**config.mk**
```make
export PLATFORM = sky130hd
export DESIGN_NAME = ewb_queue
export DESIGN_NICKNAME = d
export VERILOG_FILES = /design/src/rtl/ewb_pkg.sv /design/src/rtl/ewb_match.sv /design/src/rtl/ewb_queue.sv
export SDC_FILE = /design/constraint.sdc
export NUM_CORES = 1
export LEC_CHECK = 0
export CAP_MARGIN = 20
export CORE_MARGIN = 3
export CORE_UTILIZATION = 40
export CTS_CLUSTER_DIAMETER = 100
export DETAILED_ROUTE_END_ITERATION = 10
export RECOVER_POWER = 100
export SLEW_MARGIN = 10
export SYNTH_ARGS = -nofsm -noshare
export SYNTH_HDL_FRONTEND = slang
export SYNTH_HIERARCHICAL = 1
export SYNTH_SLANG_ARGS = --single-unit
```
**constraint.sdc**
```tcl
create_clock -name clk -period 26.5 [get_ports clk]
set_clock_uncertainty 0.1 [all_clocks]
set_input_delay 3.975 -clock clk [delete_from_list [all_inputs] [get_ports clk]]
set_output_delay 3.975 -clock clk [all_outputs]
set_load 0.05 [all_outputs]
```
**src/rtl/ewb_pkg.sv**
```systemverilog
// Shared types and default parameters for the eviction write-back queue.
package ewb_pkg;

  typedef enum logic [1:0] {
    StIdle  = 2'd0,
    StMemRd = 2'd1,
    StMemWr = 2'd2
  } ewb_state_e;

  localparam int unsigned DefDepth = 4;
  localparam int unsigned DefAddrW = 12;
  localparam int unsigned DefLineW = 128;
  localparam int unsigned DefEager = 1;

endpackage

```
**src/rtl/ewb_match.sv**
```systemverilog
// Parallel line-address compare over the queue; reports the youngest matching entry.
module ewb_match #(
  parameter int unsigned DEPTH  = 4,
  parameter int unsigned ADDR_W = 12,
  parameter int unsigned PTR_W  = $clog2(DEPTH)
) (
  input  logic [DEPTH-1:0]        valid_i,
  input  logic [DEPTH*ADDR_W-1:0] adr_i,
  input  logic [ADDR_W-1:0]       key_i,
  input  logic [PTR_W-1:0]        head_i,
  input  logic                    excl_head_i,
  output logic                    hit_o,
  output logic [PTR_W-1:0]        idx_o
);

  logic [PTR_W-1:0] slot;

  // Walk from oldest (head) to youngest so the last hit found wins.
  always_comb begin
    hit_o = 1'b0;
    idx_o = '0;
    slot  = '0;
    for (int unsigned age = 0; age < DEPTH; age++) begin
      slot = head_i + PTR_W'(age);
      if (valid_i[slot] && (adr_i[slot*ADDR_W +: ADDR_W] == key_i) &&
          !(excl_head_i && (age == 0))) begin
        hit_o = 1'b1;
        idx_o = slot;
      end
    end
  end

endmodule

```
**src/rtl/ewb_queue.sv**
```systemverilog
// Eviction write-back queue between L2 and memory: coalesces evictions, forwards
// reads from queued lines, and drains entries to memory one transaction at a time.
module ewb_queue
  import ewb_pkg::*;
#(
  parameter int unsigned DEPTH  = DefDepth,
  parameter int unsigned ADDR_W = DefAddrW,
  parameter int unsigned LINE_W = DefLineW,
  parameter int unsigned EAGER  = DefEager
) (
  input  logic                   clk,
  input  logic                   rst_n,
  input  logic                   l2_stb,
  input  logic                   l2_we,
  input  logic [ADDR_W-1:0]      l2_adr,
  input  logic [LINE_W-1:0]      l2_wdat,
  output logic [LINE_W-1:0]      l2_rdat,
  output logic                   l2_ack,
  output logic                   mem_cyc,
  output logic                   mem_stb,
  output logic                   mem_we,
  output logic [ADDR_W-1:0]      mem_adr,
  output logic [LINE_W-1:0]      mem_wdat,
  input  logic [LINE_W-1:0]      mem_rdat,
  input  logic                   mem_ack,
  output logic [$clog2(DEPTH):0] count,
  output logic                   full,
  output logic                   empty
);

  localparam int unsigned PTR_W = $clog2(DEPTH);
  localparam int unsigned CNT_W = $clog2(DEPTH) + 1;

  ewb_state_e state_q, state_d;

  logic [PTR_W-1:0]              head_q, head_d, tail_q, tail_d;
  logic [CNT_W-1:0]              count_q, count_d;
  logic [DEPTH-1:0]              valid_q, valid_d;
  logic [DEPTH-1:0][ADDR_W-1:0]  adr_q;
  logic [DEPTH-1:0][LINE_W-1:0]  data_q;
  logic [ADDR_W-1:0]             rd_adr_q, rd_adr_d;
  logic                          l2_ack_q, l2_ack_d;
  logic [LINE_W-1:0]             l2_rdat_q, l2_rdat_d;

  logic             locked, req_ok, hit, wr_acc, coalesce, push, pop;
  logic             rd_hit, rd_miss, rd_done, drain_ok;
  logic [PTR_W-1:0] hit_idx, wr_idx;

  // The head is frozen while it is being written out, so writes must not land on it.
  assign locked = (state_q == StMemWr);

  ewb_match #(
    .DEPTH  (DEPTH),
    .ADDR_W (ADDR_W),
    .PTR_W  (PTR_W)
  ) u_match (
    .valid_i     (valid_q),
    .adr_i       (adr_q),
    .key_i       (l2_adr),
    .head_i      (head_q),
    .excl_head_i (l2_we && locked),
    .hit_o       (hit),
    .idx_o       (hit_idx)
  );

  assign full  = (count_q == CNT_W'(DEPTH));
  assign empty = (count_q == '0);
  assign count = count_q;

  // A pending read miss holds l2_stb through MEM_RD, so new requests are ignored there.
  always_comb begin
    req_ok   = l2_stb && !l2_ack_q && (state_q != StMemRd);
    wr_acc   = req_ok && l2_we && (hit || !full);
    coalesce = wr_acc && hit;
    push     = wr_acc && !hit;
    rd_hit   = req_ok && !l2_we && hit;
    rd_miss  = req_ok && !l2_we && !hit;
    rd_done  = (state_q == StMemRd) && mem_ack;
    pop      = locked && mem_ack;
    drain_ok = !empty && ((EAGER != 0) || !l2_stb || full);
    wr_idx   = push ? tail_q : hit_idx;
  end

  always_comb begin
    state_d = state_q;
    unique case (state_q)
      StIdle: begin
        if (rd_miss) begin
          state_d = StMemRd;
        end else if (drain_ok) begin
          state_d = StMemWr;
        end
      end
      StMemRd, StMemWr: begin
        if (mem_ack) begin
          state_d = StIdle;
        end
      end
      default: state_d = StIdle;
    endcase
  end

  always_comb begin
    head_d    = head_q + PTR_W'(pop);
    tail_d    = tail_q + PTR_W'(push);
    count_d   = count_q + CNT_W'(push) - CNT_W'(pop);
    valid_d   = valid_q;
    if (pop) begin
      valid_d[head_q] = 1'b0;
    end
    if (push) begin
      valid_d[tail_q] = 1'b1;
    end
    rd_adr_d  = ((state_q == StIdle) && rd_miss) ? l2_adr : rd_adr_q;
    l2_ack_d  = wr_acc || rd_hit || rd_done;
    l2_rdat_d = l2_rdat_q;
    if (rd_hit) begin
      l2_rdat_d = data_q[hit_idx];
    end else if (rd_done) begin
      l2_rdat_d = mem_rdat;
    end
  end

  always_ff @(posedge clk or negedge rst_n) begin
    if (!rst_n) begin
      state_q   <= StIdle;
      head_q    <= '0;
      tail_q    <= '0;
      count_q   <= '0;
      valid_q   <= '0;
      adr_q     <= '0;
      rd_adr_q  <= '0;
      l2_ack_q  <= 1'b0;
      l2_rdat_q <= '0;
    end else begin
      state_q   <= state_d;
      head_q    <= head_d;
      tail_q    <= tail_d;
      count_q   <= count_d;
      valid_q   <= valid_d;
      rd_adr_q  <= rd_adr_d;
      l2_ack_q  <= l2_ack_d;
      l2_rdat_q <= l2_rdat_d;
      if (push) begin
        adr_q[tail_q] <= l2_adr;
      end
    end
  end

  // Line data is qualified by valid_q and never reaches an output unqualified.
  always_ff @(posedge clk) begin
    if (wr_acc) begin
      data_q[wr_idx] <= l2_wdat;
    end
  end

  always_comb begin
    mem_cyc  = (state_q != StIdle);
    mem_stb  = (state_q != StIdle);
    mem_we   = (state_q == StMemWr);
    mem_adr  = '0;
    mem_wdat = '0;
    if (state_q == StMemWr) begin
      mem_adr  = adr_q[head_q];
      mem_wdat = data_q[head_q];
    end else if (state_q == StMemRd) begin
      mem_adr = rd_adr_q;
    end
  end

  assign l2_ack  = l2_ack_q;
  assign l2_rdat = l2_rdat_q;

endmodule

```
## Word-level counts from Yosys, hierarchy flattened

Cells that the tools add are included.

- Add/subtract/negate cells: 7
- Multiply operators: 4
- Magnitude comparators: 10
- Equal/unequal tests: 10
- Shift operators: 4
- Multiplexer cells: 44
- Bitwise gates (word level): 3
- Reductions and logical operators: 34

Operator list:

| kind | count |
|---|---|
| 2-to-1 mux 128 bit | 6 |
| binary-select mux 128 bit (select 2 bit) | 2 |
| bitwise mux 512 bit | 1 |
| demux 128 bit (select 2 bit) | 1 |
| indexed part select 48 x 7 -> 12 bit | 4 |
| bitwise mux 48 bit | 1 |
| equality test 12 bit | 4 |
| 2-to-1 mux 12 bit | 4 |
| binary-select mux 12 bit (select 2 bit) | 1 |
| demux 12 bit (select 2 bit) | 1 |
| less-than comparator 2 x 3 -> 1 bit, second input constant | 7 |
| logical AND 1 bit | 20 |
| multiplier 2 x 2 -> 4 bit, second input constant | 4 |
| 2-to-1 mux 2 bit | 8 |
| 2-to-1 mux 1 bit | 10 |
| binary-select mux 1 bit (select 2 bit) | 4 |
| 2-to-1 mux 4 bit | 2 |
| greater-or-equal comparator 2 x 1 -> 1 bit, second input constant | 3 |
| logical NOT 1 bit | 5 |
| adder 2 x 1 -> 2 bit | 2 |
| adder 2 bit, second input constant | 2 |
| AND 4 bit | 1 |
| demux 1 bit (select 2 bit) | 2 |
| inverter 4 bit | 1 |
| 17 further kinds | 20 |

- Bits in registers: 714
- Input port bits: 273
- Output and inout port bits: 277

## Longest topological paths before layout

- Word-level depth: 18
- Depth in mapped cells: 20

## By module

Netlist, hierarchy kept.

Modules (own cells, without submodules):

| module | instances | cells each | area an instance (µm²) |
|---|---|---|---|
| ewb_queue | 1 | 1781 | 31789.2 |
| ewb_match | 1 | 223 | 2230.9 |

## Worst setup path after synthesis

No wires, ideal clock.

- Path type: input to register
- Start: in l2_adr[5]
- End: reg data_q[256] (netlist bit) (enable)
- Arrival: 12440 ps
- Required time: 25743 ps
- Setup slack: 13303 ps
- Stages on the path: 12
- Path buffers: 3
- Path through: clkbuf_1 xnor2_1 a2111oi_0 o21a_1 nand4_1 a211o_1 o221ai_2 clkbuf_1 clkbuf_1 inv_1 or3_1 a21oi_1

- Word-level cells in the longest chain between the ends: 9
- Elaborated cells on any way between the ends: 15
- Those cells by class: eq/ne: 4; mux: 4; reduce/logical: 7

Ends and longest elaborated chain:

| item | RTL line | source |
|---|---|---|
| start: declaration | ewb_queue.sv:15 | `input logic [ADDR_W-1:0] l2_adr,` |
| equality test 12 bit | ewb_match.sv:25 | `if (valid_i[slot] && (adr_i[slot*ADDR_W +: ADDR_W] == key_i) &&` |
| logical AND 1 bit (2 in a row) | ewb_match.sv:25 |  |
| 2-to-1 mux 1 bit (3 in a row) | ewb_match.sv:25 |  |
| 2-to-1 mux 1 bit (*) | ewb_match.sv:25 |  |
| logical OR 1 bit (*) | ewb_queue.sv:73 | `wr_acc = req_ok && l2_we && (hit \|\| !full);` |
| logical AND 1 bit (*) | ewb_queue.sv:73 |  |
| end signal: indexed assignment | ewb_queue.sv:153 | `data_q[wr_idx] <= l2_wdat;` |
| end: declaration | ewb_queue.sv:40 | `logic [DEPTH-1:0][LINE_W-1:0] data_q;` |

Mark *: on every way between the ends. The rest lies on a longest branch, timed or not.
A chain may end at the register's enable or synchronous reset.

## Final worst setup path

- Start: reg head_q[1]
- End: reg data_q[482] (netlist bit) (enable)

- Word-level cells in the longest chain between the ends: 11
- Elaborated cells on any way between the ends: 34
- Those cells by class: add/sub: 3; mul: 4; eq/ne: 4; shift: 4; mux: 12; reduce/logical: 7

Ends and longest elaborated chain:

| item | RTL line | source |
|---|---|---|
| start: declaration | ewb_queue.sv:36 | `logic [PTR_W-1:0] head_q, head_d, tail_q, tail_d;` |
| start signal: assignment | ewb_queue.sv:127 | `head_q <= '0;` |
| start signal: assignment | ewb_queue.sv:137 | `head_q <= head_d;` |
| parallel branches: the longest is 8 deep, another holds multiplier 2 x 2 -> 4 bit | - |  |
| 2-to-1 mux 1 bit (*) | ewb_match.sv:25 |  |
| net hit | ewb_queue.sv:45 | `logic locked, req_ok, hit, wr_acc, coalesce, push, pop;` |
| logical OR 1 bit (*) | ewb_queue.sv:73 |  |
| logical AND 1 bit (*) | ewb_queue.sv:73 |  |

Mark *: on every way through the listed nets, which the timed path passes. The select of a mux whose other input is x is not followed.

==> tab_implementation.tex <==
\begin{tabular}{lr}
\hline
Metric & Value \\
\hline
\multicolumn{2}{l}{\textbf{CTS}} \\
\quad Clock Tree Buf Depth & 3 \\
\quad Worst-skew pair later-pin latency & 0.64 ns \\
\quad Gates resized, CTS repair & 0 \\
\quad H-tree depth reported by CTS & 3 \\
\quad Buffer type at the clock tree root & clkbuf\_16 \\
\quad Number of setup buffers added after CTS & 0 \\
\quad CTS tree & built \\
\quad Clk sink count & 714 \\
\quad Number of buffers inserted by hold repair at cts & 0 \\
\quad Inserted Clock Buffers & 81 \\
\quad Clock slew seen by the registers of the worst setup and hold paths & 0.06 ns \\
\multicolumn{2}{l}{\textbf{Finish}} \\
\quad Post-Layout Cell Count & 3730 \\
\quad Cell area after layout & 42900 µm² \\
\quad Register cell area after layout & 20400 µm² \\
\quad Final net count & 2786 \\
\quad Area added between synthesis and finish & 26.2\% \\
\quad Share of layout cells above drive strength 1 & 0.185 \\
\quad Core utilization of the finished layout & 0.511 \\
\quad Area of combinational cells with multiple inputs & 12600 µm² \\
\quad Filler instances & 6964 \\
\multicolumn{2}{l}{\textbf{Placed design}} \\
\quad Routability-driven placement congestion ratio & 0.840 \\
\quad Number of buffer cells added on primary ports & 549 \\
\quad Detailed placer's ending HPWL & 66.1 mm \\
\quad Cell count after placement & 3556 \\
\quad Post-Place Cell Area & 40400 µm² \\
\multicolumn{2}{l}{\textbf{Worst hold path}} \\
\quad Launch point of the worst hold path & rd\_adr\_q[11]\$\_DFFE\_PN0P\_ \\
\quad Hold WC Path Type & flip-flop to flip-flop \\
\multicolumn{2}{l}{\textbf{Route}} \\
\quad Number of vias per cell & 5.64 \\
\quad Highest routed metal layer & met5 \\
\quad M1 WL & 39.9 mm \\
\quad Number of optimization iterations in the first detailed-route pass & 5 \\
\quad 1st-iter DRT viols & 1471 \\
\quad Final routed DRC violation total & 0 \\
\quad Routed wl met2 & 54.2 mm \\
\quad Met3 WL & 4.79 mm \\
\quad Post-detailed-route wirelength per cell & 27.3 µm \\
\quad Antenna Violating Nets Remaining & 0 \\
\quad Via count & 21000 \\
\quad Wire length after detailed routing & 102 mm \\
\multicolumn{2}{l}{\textbf{Logic synthesis}} \\
\quad Top-area cell type share of the netlist area & 0.452 \\
\quad Count of flip-flops with a built-in enable after synthesis & 512 \\
\quad Main area contributors after synthesis & edfxtp\_1 (45\%), mux4\_2 (19\%), dfrtp\_1 (15\%), mux2i\_1 (5.0\%), and2\_1 (2.4\%) \\
\quad Ys async rst share & 0.283 \\
\quad Register area share after synthesis & 0.601 \\
\quad Synthesized area & 34000 µm² \\
\quad Post-synth top area cell & edfxtp\_1 \\
\quad Main flop type after synthesis & edfxtp\_1 \\
\quad Count of different cell masters after synthesis & 70 \\
\quad Gate Count Post-Synth & 2004 \\
\quad Register bit count reported by yosys & 714 \\
\quad Synthesized area divided by synthesized cell count & 17.0 µm² \\
\quad Count of warnings emitted by yosys & 6 \\
\quad Net Count, Synth & 2285 \\
\multicolumn{2}{l}{\textbf{Floorplan}} \\
\quad Core outline area & 84000 µm² \\
\quad Starting utilization of the core area & 0.405 \\
\quad Vert. Die Dim & 298 µm \\
\quad Number of rows created at floorplan & 106 \\
\quad Number of top-level pins & 550 \\
\quad Die span in x & 298 µm \\
\quad Total die area & 88600 µm² \\
\multicolumn{2}{l}{\textbf{Global routing}} \\
\quad First-pass GRT wire length & 151 mm \\
\quad GR Util All Layers & 0.227 \\
\quad Vias in the first global route & 22500 \\
\quad Overflow left after global routing & 0 \\
\quad Initial antenna violation count & 45 \\
\quad Pin count of the biggest net entering global routing & 101 \\
\multicolumn{2}{l}{\textbf{Timing}} \\
\quad Post-layout minimum cycle time & 16.78 ns \\
\quad Setup total negative slack & 0 ns \\
\quad Final-report max-slew violation count & 1166 \\
\quad Fmax achieved & 0.0596 GHz \\
\quad Final cycle utilization of the critical path & 0.633 \\
\quad Endpoints failing setup & 0 \\
\quad Final count of hold timing violations & 0 \\
\quad Setup repair after global routing missed its margin & no \\
\quad Headroom to the max-slew limit & -2.35 \\
\quad Worst-Margin Slew & 5.03 ns \\
\multicolumn{2}{l}{\textbf{Setup path}} \\
\quad Delay of the slowest critical-path stage & 2.96 ns \\
\quad Startpoint Class & flip-flop \\
\quad CP dominant cell by count & clkbuf\_1 \\
\quad Data required time at the worst endpoint & 26.53 ns \\
\quad Launch point of the critical path & head\_q[1]\$\_DFF\_PN0\_ \\
\quad Arrival @ worst endpoint & 16.81 ns \\
\quad Type of the setup path with the least slack & flip-flop to flip-flop \\
\quad Launch instance of the worst register-to-register path & head\_q[1]\$\_DFF\_PN0\_ \\
\quad Worst path slowest cell & clkbuf\_1 \\
\quad CP Cell Sequence & buf\_4, clkbuf\_1, mux2i\_1, mux2i\_1, xnor2\_1, nand4\_1, or4\_1, nand4\_1, clkbuf\_1, nand3\_1, a21oi\_1, clkbuf\_1, clkbuf\_1 \\
\quad Category of the worst setup path capture point & flip-flop \\
\quad Maximum fanout encountered on the critical timing path & 67 \\
\multicolumn{2}{l}{\textbf{Power}} \\
\quad Clock network power share & 0.207 \\
\quad Switching Fraction & 0.421 \\
\quad Maximum vdd ir drop & 0.0854 mV \\
\quad Switching power & 2.24 mW \\
\quad Fraction of power consumed by combinational cells & 0.487 \\
\quad Total power & 5.32 mW \\
\quad Pwr Density & 124 nW/µm² \\
\quad Share of power burned in registers & 0.306 \\
\quad Cell Int Power & 3.08 mW \\
\quad Static power due to leakage & 15.8 nW \\
\multicolumn{2}{l}{\textbf{Run status}} \\
\quad Run status & finished with violations \\
\quad Violated checks & max-capacitance violations, max-slew violations \\
\multicolumn{2}{l}{\textbf{Flow run}} \\
\quad Max-capacitance violation count & 22 \\
\hline
\end{tabular}
==> sequential cells by signal, indices dropped and copies added, names as in the netlist <==
register  count
adr_q        48
count         3
data_q      512
head_q        2
l2_ack        1
l2_rdat     128
rd_adr_q     12
state_q       2
tail_q        2
valid_q       4
==> worst paths after layout <==
check	endpoint	cells past startpoint	slack, ns
setup / recovery	data_q[482]$_DFFE_PP_	13	9.72
hold / removal	rd_adr_q[11]$_DFFE_PN0P_	1	0.39
setup reg to reg	data_q[482]$_DFFE_PP_	13	9.72
hold reg to reg	rd_adr_q[11]$_DFFE_PN0P_	1	0.39
max in group asynchronous	head_q[0]$_DFF_PN0_	2	15.47
min in group asynchronous	l2_rdat[18]$_DFFE_PN0P_	1	5.08
==> layout make-up <==
class,instances,share of cell area
Multi-Input combinational cell,1110,0.294
Timing Repair Buffer,583,0.133
Clock buffer,123,0.0534
Tap cell,1134,0.0330
Inverter,15,0.00131
Clock inverter,29,0.00810
Sequential cell,714,0.476
Antenna cell,22,0.00128
==> cell families after synthesis <==
kind of cell	after synthesis	synth area share
flops	714	0.601
mux	525	0.265
simple gates	328	0.0554
compound gates	193	0.0331
buf+inv	180	0.0286
xor+xnor	56	0.0144
fa+ha+maj	8	0.00316
==> layer usage <==
metal	global-route usage	up-vias
li1	-	9075
met1	0.282	11200
met2	0.403	555
met3	0.0424	181
met4	0.0698	6
met5	0	-
==> cell usage in the layout, fill, tap and decap left out, types with 9 or more instances in the layout <==
master           Yosys  layout
clkbuf_1            62      50
clkdlybuf4s50_1      0     148
a21oi_1             10       9
clkbuf_8             3      11
mux2_1              10      10
diode_2              0      22
mux2i_1            169     169
o21ai_0            117     137
a22o_1              12      12
nand2_1             15      14
buf_4               23      13
dlygate4sd3_1        0     400
mux4_2             282     282
mux2_2              54      54
and2_1             131     125
inv_1               13      13
xor2_1              22      22
edfxtp_1           512     512
xnor2_1             34      34
dfrtp_1            202     201
clkbuf_16            0      81
clkinv_1             1      10
nand3_1            139     139
==> critical path, delay by kind of cell (launching register included) <==
family / cells / cell delay, ns
buffers and inverters: 5 / 11.42
DFF: 1 / 1.85
and+or+nand+nor: 4 / 1.17
muxes: 2 / 0.92
AOI/OAI and AO/OA: 1 / 0.41
xor gates and xnor gates: 1 / 0.15
==> power by group through the flow <==
| stage | Sequential, mW | Combinational [mW] | Clock [mW] |
|---|---|---|---|
| 2_1_floorplan | 1.91 | 1.57 | 0 |
| 3_3_place_gp | 1.63 | 2.68 | 0 |
| 3_5_place_dp | 1.64 | 2.69 | 0 |
| 4_1_cts | 1.62 | 2.70 | 1.13 |
| 5_1_grt | 1.66 | 2.72 | 1.18 |
| 6_report | 1.63 | 2.59 | 1.10 |
==> Yosys cell counts, types with 20 or more instances <==
| cell type | instances |
|---|---|
| and2_1 | 131 |
| buf_2 | 61 |
| buf_4 | 23 |
| clkbuf_1 | 62 |
| dfrtp_1 | 202 |
| edfxtp_1 | 512 |
| mux2_2 | 54 |
| mux2i_1 | 169 |
| mux4_2 | 282 |
| nand3_1 | 139 |
| o21ai_0 | 117 |
| o21ai_1 | 20 |
| xnor2_1 | 34 |
| xor2_1 | 22 |
==> metrics by stage <==
stage / setup slack [ns] / hold slack (ns)
2_1_floorplan: 13.30 / 0.365
3_3_place_gp: 16.58 / 0.374
3_5_place_dp: 16.98 / 0.383
4_1_cts: 17.64 / 0.396
5_1_grt: 8.66 / 0.404
6_report: 9.72 / 0.393
Power figures use the tool's default switching activity.
